[src/rtl/seq_subtractor_pkg.sv]
// seq_subtractor_pkg: shared FSM encoding, flag record and width helper for the multi-cycle subtractor
package seq_subtractor_pkg;

    typedef enum logic [1:0] {
        S_IDLE = 2'd0,
        S_RUN  = 2'd1,
        S_DONE = 2'd2
    } state_e;

    typedef struct packed {
        logic borrow;
        logic zero;
        logic neg;
        logic ovf;
    } flags_t;

    function automatic int clog2_min1(input int n);
        return (n > 1) ? $clog2(n) : 1;
    endfunction

endpackage

[src/rtl/seq_subtractor_if.sv]
// seq_subtractor_if: operand and result valid/ready channels of the multi-cycle subtractor
interface seq_subtractor_if #(
    parameter int WIDTH = 32
);
    logic             in_valid;
    logic             in_ready;
    logic [WIDTH-1:0] a;
    logic [WIDTH-1:0] b;
    logic             out_valid;
    logic             out_ready;
    logic [WIDTH-1:0] diff;
    logic             borrow;
    logic             zero;
    logic             neg;
    logic             ovf;

    modport master (
        output in_valid, a, b, out_ready,
        input  in_ready, out_valid, diff, borrow, zero, neg, ovf
    );

    modport slave (
        input  in_valid, a, b, out_ready,
        output in_ready, out_valid, diff, borrow, zero, neg, ovf
    );
endinterface

[src/rtl/seq_subtractor_chunk_sub.sv]
// seq_subtractor_chunk_sub: one CHUNK-bit slice of the borrow chain, {cout, s} = x + ~y + cin
module seq_subtractor_chunk_sub #(
    parameter int CHUNK = 8
) (
    input  logic [CHUNK-1:0] x_i,
    input  logic [CHUNK-1:0] y_i,
    input  logic             cin_i,
    output logic [CHUNK-1:0] s_o,
    output logic             cout_o
);
    logic [CHUNK-1:0] yn;

    assign yn = ~y_i;
    assign {cout_o, s_o} = {1'b0, x_i} + {1'b0, yn} + {{CHUNK{1'b0}}, cin_i};
endmodule

[src/rtl/seq_subtractor.sv]
// seq_subtractor: WIDTH-bit a - b computed CHUNK bits per cycle, with borrow/zero/neg/ovf flags
module seq_subtractor
    import seq_subtractor_pkg::*;
#(
    parameter int WIDTH = 32,
    parameter int CHUNK = 8
) (
    input logic clk,
    input logic rst_n,
    seq_subtractor_if.slave bus
);
    localparam int NCHUNK = WIDTH / CHUNK;
    localparam int CW     = clog2_min1(NCHUNK);

    if ((WIDTH % CHUNK) != 0) begin : g_bad_chunk
        $error("seq_subtractor: WIDTH must be a multiple of CHUNK");
    end

    state_e                        state_q, state_d;
    logic [NCHUNK-1:0][CHUNK-1:0]  a_q, a_d, b_q, b_d, diff_q, diff_d;
    logic [CW-1:0]                 count_q, count_d;
    logic                          carry_q, carry_d;
    flags_t                        flags_q, flags_d;
    logic [CHUNK-1:0]              s;
    logic                          cout;
    logic                          last;

    seq_subtractor_chunk_sub #(.CHUNK(CHUNK)) u_chunk (
        .x_i    (a_q[count_q]),
        .y_i    (b_q[count_q]),
        .cin_i  (carry_q),
        .s_o    (s),
        .cout_o (cout)
    );

    assign last = (count_q == CW'(NCHUNK - 1));

    always_comb begin
        state_d = state_q;
        a_d     = a_q;
        b_d     = b_q;
        diff_d  = diff_q;
        count_d = count_q;
        carry_d = carry_q;
        flags_d = flags_q;
        case (state_q)
            S_IDLE: if (bus.in_valid) begin
                a_d     = bus.a;
                b_d     = bus.b;
                carry_d = 1'b1;
                count_d = '0;
                state_d = S_RUN;
            end
            S_RUN: begin
                diff_d[count_q] = s;
                carry_d         = cout;
                count_d         = count_q + 1'b1;
                if (last) begin
                    // flags see the final chunk through diff_d, one cycle before diff_q holds it
                    state_d        = S_DONE;
                    count_d        = '0;
                    flags_d.borrow = ~cout;
                    flags_d.zero   = ~|diff_d;
                    flags_d.neg    = s[CHUNK-1];
                    flags_d.ovf    = (a_q[NCHUNK-1][CHUNK-1] != b_q[NCHUNK-1][CHUNK-1]) &&
                                     (s[CHUNK-1] != a_q[NCHUNK-1][CHUNK-1]);
                end
            end
            S_DONE: state_d = bus.out_ready ? S_IDLE : S_DONE;
            default: state_d = S_IDLE;
        endcase
    end

    always_ff @(posedge clk) begin
        if (!rst_n) begin
            state_q <= S_IDLE;
            a_q     <= '0;
            b_q     <= '0;
            diff_q  <= '0;
            count_q <= '0;
            carry_q <= 1'b0;
            flags_q <= '0;
        end else begin
            state_q <= state_d;
            a_q     <= a_d;
            b_q     <= b_d;
            diff_q  <= diff_d;
            count_q <= count_d;
            carry_q <= carry_d;
            flags_q <= flags_d;
        end
    end

    assign bus.in_ready  = (state_q == S_IDLE);
    assign bus.out_valid = (state_q == S_DONE);
    assign bus.diff      = diff_q;
    assign bus.borrow    = flags_q.borrow;
    assign bus.zero      = flags_q.zero;
    assign bus.neg       = flags_q.neg;
    assign bus.ovf       = flags_q.ovf;
endmodule

[src/flat_wrapper.sv]
// flat-port wrapper written by rule: the top's interface ports become plain ports
module seq_subtractor_flat import seq_subtractor_pkg::*;
#(
    parameter int WIDTH = 32,
    parameter int CHUNK = 8
)
  (clk, rst_n, bus_in_valid, bus_a, bus_b, bus_out_ready, bus_in_ready, bus_out_valid, bus_diff, bus_borrow, bus_zero, bus_neg, bus_ovf);
  seq_subtractor_if #(.WIDTH(WIDTH)) bus_i ();
  input logic clk;
  input logic rst_n;
  input wire logic [$bits(bus_i.in_valid)-1:0] bus_in_valid;
  input wire logic [$bits(bus_i.a)-1:0] bus_a;
  input wire logic [$bits(bus_i.b)-1:0] bus_b;
  input wire logic [$bits(bus_i.out_ready)-1:0] bus_out_ready;
  output wire logic [$bits(bus_i.in_ready)-1:0] bus_in_ready;
  output wire logic [$bits(bus_i.out_valid)-1:0] bus_out_valid;
  output wire logic [$bits(bus_i.diff)-1:0] bus_diff;
  output wire logic [$bits(bus_i.borrow)-1:0] bus_borrow;
  output wire logic [$bits(bus_i.zero)-1:0] bus_zero;
  output wire logic [$bits(bus_i.neg)-1:0] bus_neg;
  output wire logic [$bits(bus_i.ovf)-1:0] bus_ovf;
  assign bus_i.in_valid = bus_in_valid;
  assign bus_i.a = bus_a;
  assign bus_i.b = bus_b;
  assign bus_i.out_ready = bus_out_ready;
  assign bus_in_ready = bus_i.in_ready;
  assign bus_out_valid = bus_i.out_valid;
  assign bus_diff = bus_i.diff;
  assign bus_borrow = bus_i.borrow;
  assign bus_zero = bus_i.zero;
  assign bus_neg = bus_i.neg;
  assign bus_ovf = bus_i.ovf;
  seq_subtractor #(.WIDTH(WIDTH), .CHUNK(CHUNK)) u_core (.clk(clk), .rst_n(rst_n), .bus(bus_i));
endmodule
[config.mk]
export PLATFORM = sky130hd
export DESIGN_NAME = seq_subtractor_flat
export DESIGN_NICKNAME = d
export VERILOG_FILES = /design/src/rtl/seq_subtractor_pkg.sv /design/src/rtl/seq_subtractor_if.sv /design/src/rtl/seq_subtractor_chunk_sub.sv /design/src/rtl/seq_subtractor.sv /design/src/flat_wrapper.sv
export SDC_FILE = /design/constraint.sdc
export NUM_CORES = 1
export LEC_CHECK = 0
export CORE_MARGIN = 2
export CORE_UTILIZATION = 25
export DETAILED_ROUTE_END_ITERATION = 12
export SYNTH_ARGS = -nofsm -noshare
export SYNTH_HDL_FRONTEND = slang
export SYNTH_SLANG_ARGS = --single-unit
[constraint.sdc]
create_clock -name clk -period 4.6 [get_ports clk]
set_input_delay 0.46 -clock clk [delete_from_list [all_inputs] [get_ports clk]]
set_output_delay 0.46 -clock clk [all_outputs]
set_load 0.005 [all_outputs]
Word-level counts from Yosys, hierarchy flattened
Index checks and enable logic that the tools add are counted.
{ "word_totals": {"register_bits": 105, "input_bits": 68, "output_inout_bits": 38, "elab_cells": 59} }
{ "op_classes": {"add_sub_neg": 3, "n_lt_le_gt_ge": 2, "eq_ne": 7, "muxes": 16, "n_bitwise": 2, "reduce_logical": 10} }
{ "op_table": {"columns": ["operator", "count"], "rows": [
  ["8-bit binary-select mux with 2-bit select", 2],
  ["32-bit bitwise mux", 1],
  ["32-bit OR reduction", 1],
  ["8-bit two-way mux", 3],
  ["8-bit demux with 2-bit select", 1],
  ["2-bit two-way mux", 5],
  ["8-bit by 8-bit adder with 9-bit output", 1],
  ["9-bit by 1-bit adder with 9-bit output", 1],
  ["8-bit inverter", 1],
  ["2-bit AND reduction", 4],
  ["2-bit one-hot mux with 3 select lines", 1],
  ["2-bit == test (second input constant)", 2],
  ["2-bit one-hot mux with 2 select lines", 1],
  ["2-bit by 3-bit < comparator with 1-bit output (second input constant)", 1],
  ["2-bit by 1-bit adder with 2-bit output (second input constant)", 1],
  ["2-bit by 1-bit == test with 1-bit output (second input constant)", 1],
  ["2-bit by 1-bit >= comparator with 1-bit output (second input constant)", 1],
  ["1-bit logical AND", 2],
  ["2-bit zero test", 1],
  ["1-bit != test", 2],
  ["2-bit by 1-bit != test with 1-bit output (second input constant)", 1],
  ["2-bit != test (second input constant)", 1],
  ["1-bit one-hot mux with 2 select lines", 1],
  ["2-bit nonzero test", 1],
  ["3 further kinds", 3]
]} }

Longest topological paths before layout
{ "depth": {"depth_word": 8, "ltp_mapped": 11, "mapped_depth_nobuf": 10} }

By module
From an unflattened synthesis, not the netlist that was laid out.
{ "hier_totals": {"cells_unflattened": 541, "hier_area_um2": 4942.2} }
{ "modules_own_cells": {"columns": ["module", "n_inst", "cells_each", "area_each_um2", "seq_area_each_um2"], "rows": [
  ["seq_subtractor", 1, 491, 4576.9, 2102.0],
  ["seq_subtractor_chunk_sub", 1, 50, 365.4, 0.0]
]} }

Worst setup path before layout
OpenSTA, ideal clock, no wires.
{ "synth_path": {"path_type": "register to register", "startpoint": "register u_core.count_q[0]", "endpoint": "register u_core.flags_q (netlist bit u_core.bus.zero)", "setup_ns": 0.069, "t_arrival_ns": 3.623, "required_ns": 4.531, "slack_ns": 0.907, "path_stages_with_launch": 12, "n_path_buf": 2, "period_less_slack_ns": 3.693, "path_cell_list": "dfxtp_1 > buf_2 > buf_2 > mux4_2 > fa_1 > fa_1 > xnor2_1 > nand2_1 > or4_1 > a2111oi_2 > o2111ai_1 > o21ai_1"} }
{ "synth_via": {"elab_chain_cells": 8, "elab_cells_between_ends": 17} }
{ "synth_rtl": {"columns": ["element", "line", "text"], "rows": [
  ["from (decl)", "seq_subtractor.sv:21", "logic [CW-1:0] count_q, count_d;"],
  ["from (signal assigned)", "seq_subtractor.sv:88", "count_q <= count_d;"],
  ["8-bit binary-select mux with 2-bit select", "seq_subtractor.sv:30", ".y_i (b_q[count_q]),"],
  ["8-bit two-way mux (not written as such)", "seq_subtractor.sv:30", null],
  ["8-bit inverter", "seq_subtractor_chunk_sub.sv:13", "assign yn = ~y_i;"],
  ["8-bit by 8-bit adder with 9-bit output", "seq_subtractor_chunk_sub.sv:14", "assign {cout_o, s_o} = {1'b0, x_i} + {1'b0, yn} + {{CHUNK{1'b0}}, cin_i};"],
  ["9-bit by 1-bit adder with 9-bit output", "seq_subtractor_chunk_sub.sv:14", null],
  ["32-bit bitwise mux", "seq_subtractor.sv:55", "diff_d[count_q] = s;"],
  ["32-bit OR reduction", "seq_subtractor.sv:63", "flags_d.zero = ~|diff_d;"],
  ["1-bit zero test", "seq_subtractor.sv:63", null],
  ["to (signal assigned)", "seq_subtractor.sv:90", "flags_q <= flags_d;"],
  ["to (decl)", "seq_subtractor.sv:23", "flags_t flags_q, flags_d;"]
]} }
Several ways; a longest one is shown, not always the timed one. The select of a mux whose other input is x is not followed.
A chain may end at the register's enable or synchronous reset.

Final worst setup path
Same ends and word-level chain as after synthesis.

==> impl_metrics.toml <==
[run_status]
status = "finished, final reports clean"

[pwr]
seq_power_share_pct = 43.4
leakage_nw = 2.36
power_density_nw_per_um2 = 349
switching_share_pct = 27.3
power_frac_comb_pct = 19.6
max-vdd-ir-drop_uv = 188
p_clk_share_pct = 37.0
power_switching_w = 0.000622
p_int_w = 0.00166

[synthesis]
synth_flop_cell = "dfxtp_1"
yosysSeqAreaShare_pct = 42.6
synthCells = 566
synth_nets = 647
yosys_warnings = 0
syn-mean-instance-area_um2 = 8.72
synth-edff-count = 0
async_flop_share_pct = 0
netlist_area_um2 = 4930
synth_cell_types = 54
synth_seq_cells = 105

[flow_run]
cap_violations = 0

[layout]
final_common_cell = "nand2_1"
final_cell_mix = "nand2_1, dfxtp_1, clkdlybuf4s50_1, a21boi_0, mux4_2"
nets = 730
layout.filler_cells = 2043
final_layout_size_suffix_gt1_share_pct = 7.03
area_delta_synth_final_pct = 32.4
diodes = 0

[route]
drtPass1Iterations = 4
drt-vias-per-instance = 4.41
num_vias = 4049
wirelength_um = 13300
wl_per_cell_um = 14.4
drtIter0Drc = 190
ant_nets = 0
drc_errors = 0

[clock_network]
post_cts_buffers = 0
root_buffer = "clkbuf_16"
clock-sinks = 105
numCtsBuffers = 9
htree_levels = 3
clk_pin_slew_ps = 70
cts.path.max_buffers = 2
cts_resized = 0
cts-hold-fix-buffers = 0
insertion_delay_ps = 360
cts_tree = "done"

[global_route]
grt_antenna_before_repair = 0
grt_pass1_vias = 3895
overflow = 0
track_usage_pct = 13.3
grt_pass1_wl_um = 21100
grt_max_degree = 105

[timing]
skew_ps = 10.2
rsz0062_at_grt = "false"
finalWorstSetupSlack_ps = 1130
fmax_ghz = 0.288
tns_ps = 0
hold_violations = 0
min_period_ps = 3470
worst_pin_slew_ps = 850
setup_viol = 0
slew_headroom_pct = 43.3
slew_viol_final = 0
period_share_pct = 75.5

[placement]
numPortBuffers = 105
pre_cts_slack_ps = 1120
place_congestion = 0.851
hpwl_um = 9610

[critical_path]
startpoint = "u_core.count_q[0]"
critPathRequiredTime_ps = 4890
arrival_ps = 3760
critPathKind = "flop to flop"
crit_fanout = 20
crit_path_end_kind = "flop"
r2r_start = "u_core.count_q[0]"
worstSetupStartpointType = "flop"

[worst_hold_path]
min_path_type = "flop to flop"
min_from = "u_core.b_q[25]"

[floorplan]
rows = 51
die_area_um2 = 20900
core_region_area_um2 = 19400
die_h_um = 144
num_io_pins = 106
chipWidth_um = 144
start_util_pct = 25.4
[power by group through the flow]
stage	Sequential, W	Clock, W	Combinational [W]
2_1_floorplan	0.000999	0	0.000270
3_3_place_gp	0.00101	0	0.000443
3_5_place_dp	0.00101	0	0.000448
4_1_cts	0.000991	0.000865	0.000451
5_1_grt	0.000996	0.000909	0.000495
6_report	0.000990	0.000844	0.000447
[per-layer routing]
metal	wire length, um	GRT usage (%)	vias up
met5	0	0	-
met4	104	2.76	0
met3	771	3.51	12
met2	5970	20.6	104
met1	6430	18.6	1837
li1	-	-	2096
[final timing paths]
check | endpoint | cells after the start | slack (ps)
max | u_core.bus.zero | 11 | 1130
min reg2reg | u_core.b_q[25] | 2 | 460
max reg2reg | u_core.bus.zero | 11 | 1130
min | u_core.b_q[25] | 2 | 460
[area by class of cell]
class                      count  area [um^2]  area share [%]
sequential                   105         2100            32.2
clock inverter                 6         90.1            1.38
inverter                      15         56.3           0.862
tap                          265          332            5.08
timing repair buffer         111         1090            16.7
multi-input combinational    407         2620            40.1
clock buffer                  10          239            3.66
[Yosys cell counts (2+ instances only)]
cell type | number | share of area [%]
nor4_1 | 6 | 0.76
mux4_2 | 16 | 7.3
a31oi_1 | 3 | 0.38
mux2i_1 | 2 | 0.41
ha_1 | 11 | 2.8
nand3_1 | 4 | 0.41
o211a_1 | 6 | 1.2
nand2_1 | 183 | 14
o21ai_0 | 12 | 1.2
nor2b_1 | 6 | 0.76
nor3_1 | 2 | 0.20
xnor2_1 | 4 | 0.71
nor2_1 | 9 | 0.68
nor3b_1 | 2 | 0.30
and2_1 | 12 | 1.5
buf_1 | 7 | 0.53
a21boi_0 | 81 | 12
dfxtp_1 | 105 | 43
buf_2 | 3 | 0.30
a21oi_1 | 9 | 0.91
clkbuf_1 | 26 | 2.0
inv_1 | 15 | 1.1
clkbuf_2 | 2 | 0.20
o21a_1 | 5 | 0.76
nand2b_1 | 3 | 0.38
a22oi_1 | 2 | 0.30
o31ai_1 | 2 | 0.30
fa_1 | 2 | 0.81
[flip-flops by register name, indices dropped and copies added, names as in the netlist]
name               count
u_core.bus.neg         1
u_core.bus.ovf         1
u_core.b_q            32
u_core.carry_q         1
u_core.a_q            32
u_core.bus.borrow      1
u_core.state_q         2
u_core.count_q         2
u_core.bus.zero        1
u_core.bus.diff       32
[stage by stage]
stage	total power [W]	instance area, um^2	hold WS [ps]	util [%]	cells
6_report	0.00228	6530	465	33.7	919
2_1_floorplan	0.00127	4930	440	-	566
4_1_cts	0.00231	6530	467	33.7	919
5_1_grt	0.00240	6530	487	33.7	919
3_3_place_gp	0.00146	6200	454	32.0	903
3_5_place_dp	0.00146	6200	457	32.0	903
[critical path, stage by stage (launching register included)]
cell and delay [ps]:
dfxtp_1 350, buf_4 360, mux4_2 560, inv_1 80, fa_1 200, fa_1 560
nor2_1 160, o211ai_1 90, or4_1 530, a2111oi_2 230, o2111ai_1 160, o21ai_1 130
[kinds of logic after synthesis]
family / after synthesis / synth area share, %
compound gates: 136 / 20.5
xor+xnor: 5 / 0.888
fa+ha+maj: 13 / 3.60
buf+inv: 54 / 4.39
flops: 105 / 42.6
mux: 18 / 7.71
simple gates: 235 / 20.3
Note: power is estimated with default switching activity, not from simulation.
